## src/rtl/aes_pkg.sv

```systemverilog
// aes_pkg: shared AES key-schedule types, constants and byte/word helpers
package aes_pkg;
  localparam int NR = 10;
  typedef enum logic [1:0] {IDLE, EXPAND, EMIT} state_t;
  localparam logic [7:0] RCON [1:10] = '{8'h01, 8'h02, 8'h04, 8'h08, 8'h10,
                                          8'h20, 8'h40, 8'h80, 8'h1b, 8'h36};
  function automatic logic [31:0] word_of(input logic [127:0] k, input int i);
    return k[127-32*i -: 32];
  endfunction
  function automatic logic [31:0] rcon_word(input logic [3:0] r);
    return (r >= 4'd1 && r <= 4'(NR)) ? {RCON[r], 24'h0} : 32'h0;
  endfunction
  function automatic logic [7:0] gmul(input logic [7:0] a, input logic [7:0] b);
    logic [7:0] p, x;
    p = 8'h00;
    x = a;
    for (int i = 0; i < 8; i++) begin
      p = p ^ (b[i] ? x : 8'h00);
      x = {x[6:0], 1'b0} ^ (x[7] ? 8'h1b : 8'h00);
    end
    return p;
  endfunction
  // S-box as GF(2^8) inverse (x^254, zero maps to zero) followed by the affine map
  function automatic logic [7:0] sbox(input logic [7:0] x);
    logic [7:0] t, y;
    t = x;
    y = 8'h01;
    for (int i = 0; i < 7; i++) begin
      t = gmul(t, t);
      y = gmul(y, t);
    end
    return y ^ {y[6:0], y[7]} ^ {y[5:0], y[7:6]} ^ {y[4:0], y[7:5]} ^ {y[3:0], y[7:4]} ^ 8'h63;
  endfunction
endpackage

```

## src/rtl/inv_key_sched_key_step.sv

```systemverilog
// key_step: one forward or inverse AES-128 key-expansion round sharing a single G
module key_step
  import aes_pkg::*;
(
  input  logic [127:0] i_key,
  input  logic [31:0]  i_rcon,
  input  logic         i_inv,
  output logic [127:0] o_key
);
  logic [31:0] w_k0, w_k1, w_k2, w_k3, w_g, w_n0, w_n1, w_n2;
  assign w_k0 = word_of(i_key, 0);
  assign w_k1 = word_of(i_key, 1);
  assign w_k2 = word_of(i_key, 2);
  assign w_k3 = word_of(i_key, 3);
  // inverse direction recovers the previous word 3 first, then feeds it to G
  operationG u_g (.i_word(i_inv ? w_k2 ^ w_k3 : w_k3), .i_rcon(i_rcon), .o_word(w_g));
  assign w_n0 = w_g ^ w_k0;
  assign w_n1 = w_n0 ^ w_k1;
  assign w_n2 = w_n1 ^ w_k2;
  assign o_key = i_inv ? {w_k0 ^ w_g, w_k0 ^ w_k1, w_k1 ^ w_k2, w_k2 ^ w_k3}
                       : {w_n0, w_n1, w_n2, w_n2 ^ w_k3};
endmodule

```

## src/rtl/operationG.sv

```systemverilog
// operationG: AES key-expansion G function (RotWord, SubWord, XOR rcon)
module operationG
  import aes_pkg::*;
(
  input  logic [31:0] i_word,
  input  logic [31:0] i_rcon,
  output logic [31:0] o_word
);
  assign o_word = {sbox(i_word[23:16]), sbox(i_word[15:8]), sbox(i_word[7:0]), sbox(i_word[31:24])} ^ i_rcon;
endmodule

```

## src/rtl/inv_key_sched.sv

```systemverilog
// inv_key_sched: emits AES-128 round keys 10 down to 0 over a valid/ready handshake
module inv_key_sched
  import aes_pkg::*;
#(
  parameter int NR = 10
) (
  input  logic         clk,
  input  logic         n_rst,
  input  logic         start,
  input  logic [127:0] cipher_key,
  output logic         busy,
  output logic         key_valid,
  input  logic         key_ready,
  output logic [127:0] key_out,
  output logic [3:0]   key_round,
  output logic         done
);
  state_t       r_state, w_state_nxt;
  logic [127:0] r_key, w_key_nxt, w_step;
  logic [3:0]   r_cnt, w_cnt_nxt;
  logic [31:0]  w_rcon;
  logic         r_done, w_done_nxt;
  // forward steps use rcon of the round being produced, inverse steps that of the current round
  assign w_rcon = rcon_word(r_state == EMIT ? r_cnt : r_cnt + 4'd1);
  key_step u_step (.i_key(r_key), .i_rcon(w_rcon), .i_inv(r_state == EMIT), .o_key(w_step));
  // next-state: expand forward to round NR, then walk back one round per accepted key
  always_comb begin
    w_state_nxt = r_state;
    w_key_nxt = r_key;
    w_cnt_nxt = r_cnt;
    w_done_nxt = 1'b0;
    case (r_state)
      IDLE: if (start) begin
        w_state_nxt = EXPAND;
        w_key_nxt = cipher_key;
        w_cnt_nxt = 4'd0;
      end
      EXPAND: begin
        w_key_nxt = w_step;
        w_cnt_nxt = r_cnt + 4'd1;
        w_state_nxt = (r_cnt == 4'(NR - 1)) ? EMIT : EXPAND;
      end
      EMIT: if (key_ready) begin
        w_state_nxt = (r_cnt == 4'd0) ? IDLE : EMIT;
        w_done_nxt = (r_cnt == 4'd0);
        w_key_nxt = (r_cnt == 4'd0) ? r_key : w_step;
        w_cnt_nxt = (r_cnt == 4'd0) ? r_cnt : r_cnt - 4'd1;
      end
      default: w_state_nxt = IDLE;
    endcase
  end
  // state, key, counter and done registers
  always_ff @(posedge clk or negedge n_rst) begin
    if (!n_rst) begin
      r_state <= IDLE;
      r_key <= '0;
      r_cnt <= '0;
      r_done <= 1'b0;
    end else begin
      r_state <= w_state_nxt;
      r_key <= w_key_nxt;
      r_cnt <= w_cnt_nxt;
      r_done <= w_done_nxt;
    end
  end
  assign busy = (r_state != IDLE);
  assign key_valid = (r_state == EMIT);
  assign key_out = r_key;
  assign key_round = r_cnt;
  assign done = r_done;
endmodule

```

## config.mk

```make
export PLATFORM = sky130hd
export DESIGN_NAME = inv_key_sched
export DESIGN_NICKNAME = d
export VERILOG_FILES = /design/src/rtl/aes_pkg.sv /design/src/rtl/inv_key_sched_key_step.sv /design/src/rtl/operationG.sv /design/src/rtl/inv_key_sched.sv
export SDC_FILE = /design/constraint.sdc
export NUM_CORES = 2
export LEC_CHECK = 0
export BUFFER_PORTS_ARGS = -buffer_cell sky130_fd_sc_hd__buf_4
export CORE_ASPECT_RATIO = 1.2
export CORE_MARGIN = 2
export CORE_UTILIZATION = 38
export DETAILED_ROUTE_END_ITERATION = 10
export GPL_TIMING_DRIVEN = 0
export HOLD_SLACK_MARGIN = 0.12
export PLACE_DENSITY = 0.57
export RECOVER_POWER = 100
export SLEW_MARGIN = 40
export SYNTH_ARGS = -nofsm -noshare
export SYNTH_HDL_FRONTEND = slang
export SYNTH_SLANG_ARGS = --single-unit
```

## constraint.sdc

```tcl
create_clock -name clk -period 31.3 [get_ports clk]
set_clock_uncertainty 0.15 [all_clocks]
set_input_delay 6.26 -clock clk [delete_from_list [all_inputs] [get_ports clk]]
set_output_delay 6.26 -clock clk [all_outputs]
set_load 0.02 [all_outputs]
```

==> metrics.md <==
| Metric | Value |
|---|---|
| Number of nets with antenna violations after detailed routing | `0` |
| Maximum achievable frequency | `approximately 33 MHz` |
| First-pass detailed-route iteration total | `9` |
| Startpoint of the worst-slack reg-to-reg timing path | `r_state[0]` |
| Fraction of the yosys area taken by sequential cells | `0.0425` |
| Setup violation total in the final timing report | `0` |
| Hold crit path type | `flop to flop` |
| Worst-Skew Late Latency | `between 400 and 500 ps` |
| Core footprint | `slightly above 200000 µm²` |
| Most common cell after layout, fill and taps aside | `sky130_fd_sc_hd__xnor2_1` |
| Clock tree from TritonCTS | `built` |
| Mean Syn Cell Area | `between 7 and 8 µm²` |
| Overall global routing resource usage | `0.277` |
| GP Congestion | `0.990` |
| Number of antenna violations at the first check in global routing | `17` |
| Area delta synth->final | `7.51%` |
| Run status | `finished with violations` |
| Num CTS Buffers | `17` |
| Sink count of the clock tree | `approximately 140` |
| Clock input transition at the sequential cells of the worst setup and hold paths | `70 ps` |
| Failing checks | `capacitance limit, slew limit` |
| Final cycle utilization of the critical path | `0.962` |
| Io pins | `around 270` |
| Required arrival time at the worst endpoint | `31470 ps` |
| Min-Delay Path Depth | `2` |
| Nets | `10941` |
| Launch instance of the worst min-delay path | `r_state[1]` |
| Cell with the largest stage delay on the worst path | `sky130_fd_sc_hd__xnor3_1` |
| # Max-Cap Violations | `3` |
| Number of unique standard cell types used by synthesis | `119` |
| R2R Path End | `key_out[10]` |
| Share of post-route cells with drive strength above 1 | `0.0778` |
| Endpoint class of the critical path | `flop` |
| Post-synth EDFFs | `0` |
| CTS root buffer | `sky130_fd_sc_hd__clkbuf_16` |
| Total number of H-tree levels | `4` |
| Detail-routed net length per standard cell | `23.2 µm` |
| Number of placement rows | `around 180` |
| Routed via count | `between 70000 and 80000` |
| Number of gates resized after cts | `0` |
| Maximum fanout along the worst path | `11` |
| Number of buffer cells added on primary ports | `between 200 and 300` |
| Post-synthesis sequential element count | `about 140` |
| Endpoint of the worst hold-timing path | `r_state[1]` |
| Final slew viol count | `140` |
| Asr flop ratio synth | `1.00` |
| Fin. Hold Viols | `0` |
| Sum of negative setup slack | `0 ps` |
| Clock period minus worst slack | `30120 ps` |
| Mapped Cells | `between 10000 and 15000` |
| Number of setup buffers added after CTS | `0` |
| Critical Path Source Type | `flop` |
| Number of cells on the worst reg-to-reg path | `about 100` |
| Number of warning messages in the yosys log | `0` |
| Worst Tran Pin Value | `~3500 ps` |
| Number of global-route vias before repair | `approximately 74000` |
| Count of hold-fix buffers inserted at cts | `0` |
| Arrival time reported for the critical path endpoint | `30290 ps` |
| Register-to-Register Setup Slack | `1180 ps` |
| Mean number of vias per cell | `approximately 5.8` |
| Detailed-route wire length | `between 300000 and 400000 µm` |
| DIE AREA | `approximately 210000 µm²` |
| Crit-path max cell delay | `around 740 ps` |
| DRC errors left | `0` |
| RSZ-0062 raised after global routing | `false` |
| Starting density of the core | `0.383` |
| Dpl hpwl | `approximately 250000 µm` |
| Die H | `505 µm` |
| Pin count of the biggest net entering global routing | `between 50 and 60` |
| Net Count, Synth | `between 10000 and 15000` |
| Die X-Extent | `around 420 µm` |
| Maximum buffer depth of the clock tree | `2` |
| Most frequent CP cell | `sky130_fd_sc_hd__xnor2_1` |
| Commonest non-fill, non-tap cells in the layout | `sky130_fd_sc_hd__xnor2_1 (1811), sky130_fd_sc_hd__nor2_1 (1320), sky130_fd_sc_hd__nand2_1 (1051), sky130_fd_sc_hd__xor2_1 (596), sky130_fd_sc_hd__clkbuf_1 (555)` |
| Finished Core Util | `0.412` |
| Cell area after synthesis | `just under 80000 µm²` |
| Worst Setup Path Type | `flop to flop` |
| Initial detailed-routing violation count | `roughly 7400` |
| Flip-flop cell with the highest count after synthesis | `sky130_fd_sc_hd__dfrtp_1` |
| Worst max-slew margin expressed relative to the limit | `-1.34` |
| Grt total ovfl | `0` |
| Wire length of the first global-routing pass | `~470000 µm` |
## cell families (layout without fill, tap and decap cells)
family,Yosys count,after routing,share of synthesized area
AND/OR/NAND/NOR,3421,3421,0.192
XOR/XNOR,3193,3193,0.474
AO/OA/AOI/OAI,1928,1928,0.160
buffers and inverters,1015,1318,0.0541
adder cells (fa/ha/maj),280,280,0.0441
multiplexers,267,267,0.0342
flip-flops,135,135,0.0425
other,0,14,0
## metrics by stage
stage	hold slack [ps]	worst slack, ps	cell area [µm²]	instances
finish	402	1180	85500	13331
global route	444	7.53	85500	13324
CTS	399	799	86000	13318
detailed placement	382	901	85400	13286
global placement	366	27.8	85000	13280
floorplan	345	8350	79500	10239
## flip-flops by register name (all words and copies together) (netlist names)
register	flops
r_state	2
key_out	128
done	1
key_round	4
## synthesized netlist by cell type, types with 198 or more instances
library cell	number	area, µm²
sky130_fd_sc_hd__a21oi_1	470	2350
sky130_fd_sc_hd__inv_1	224	841
sky130_fd_sc_hd__nor3_1	202	1010
sky130_fd_sc_hd__o22ai_1	198	1240
sky130_fd_sc_hd__nor2_1	1320	4950
sky130_fd_sc_hd__mux2i_1	226	2260
sky130_fd_sc_hd__nand2_1	1051	3950
sky130_fd_sc_hd__ha_1	280	3500
sky130_fd_sc_hd__xor2_1	608	5330
sky130_fd_sc_hd__xnor2_1	1841	16100
sky130_fd_sc_hd__nand3_1	209	1050
sky130_fd_sc_hd__o21ai_0	404	2020
sky130_fd_sc_hd__clkbuf_1	419	1570
sky130_fd_sc_hd__xnor3_1	448	10100
## per-layer routing
metal / wire [µm] / GRT usage / share of wire / vias to the layer above
met5: 34 / 0 / 0.00011 / -
met4: 19300 / 0.141 / 0.062 / 4
met3: 19600 / 0.0272 / 0.063 / 636
met2: 143000 / 0.467 / 0.46 / 3314
met1: 127000 / 0.352 / 0.41 / 37111
li1: - / - / - / 35666
## how the worst max path moves through the flow
stage,from,to,slack (ps),cells past startpoint
2_1_floorplan,r_state[0],key_out[1],8350,109
4_1_cts,r_state[0],key_out[1],800,107
3_5_place_dp,r_state[0],key_out[1],900,107
5_1_grt,r_state[0],key_out[26],8,106
6_report,r_state[0],key_out[10],1180,98
3_3_place_gp,r_state[0],key_out[1],30,109
## cell type report
type | count | area [µm²]
well taps | 2775 | 3470
multi-input cells | 9089 | 72200
clock buffers | 17 | 425
clock inverters | 15 | 184
diodes | 14 | 35.0
plain buffers | 702 | 3130
fillers | 21512 | 122000
repair buffers | 273 | 1520
inverters | 311 | 1170
flip-flops and latches | 135 | 3380
## worst max-delay path, delay by kind of cell, from the launching register on
family / cells / cell delay (ps)
fa+ha+maj: 15 / 5300
simple gates: 9 / 1800
flops: 1 / 420
buf+inv: 31 / 9180
compound gates: 4 / 1070
mux: 1 / 240
xor+xnor: 38 / 11760
Power is not shown: default switching activity piles up to over one toggle a cycle in this logic, so the estimate is an artifact.
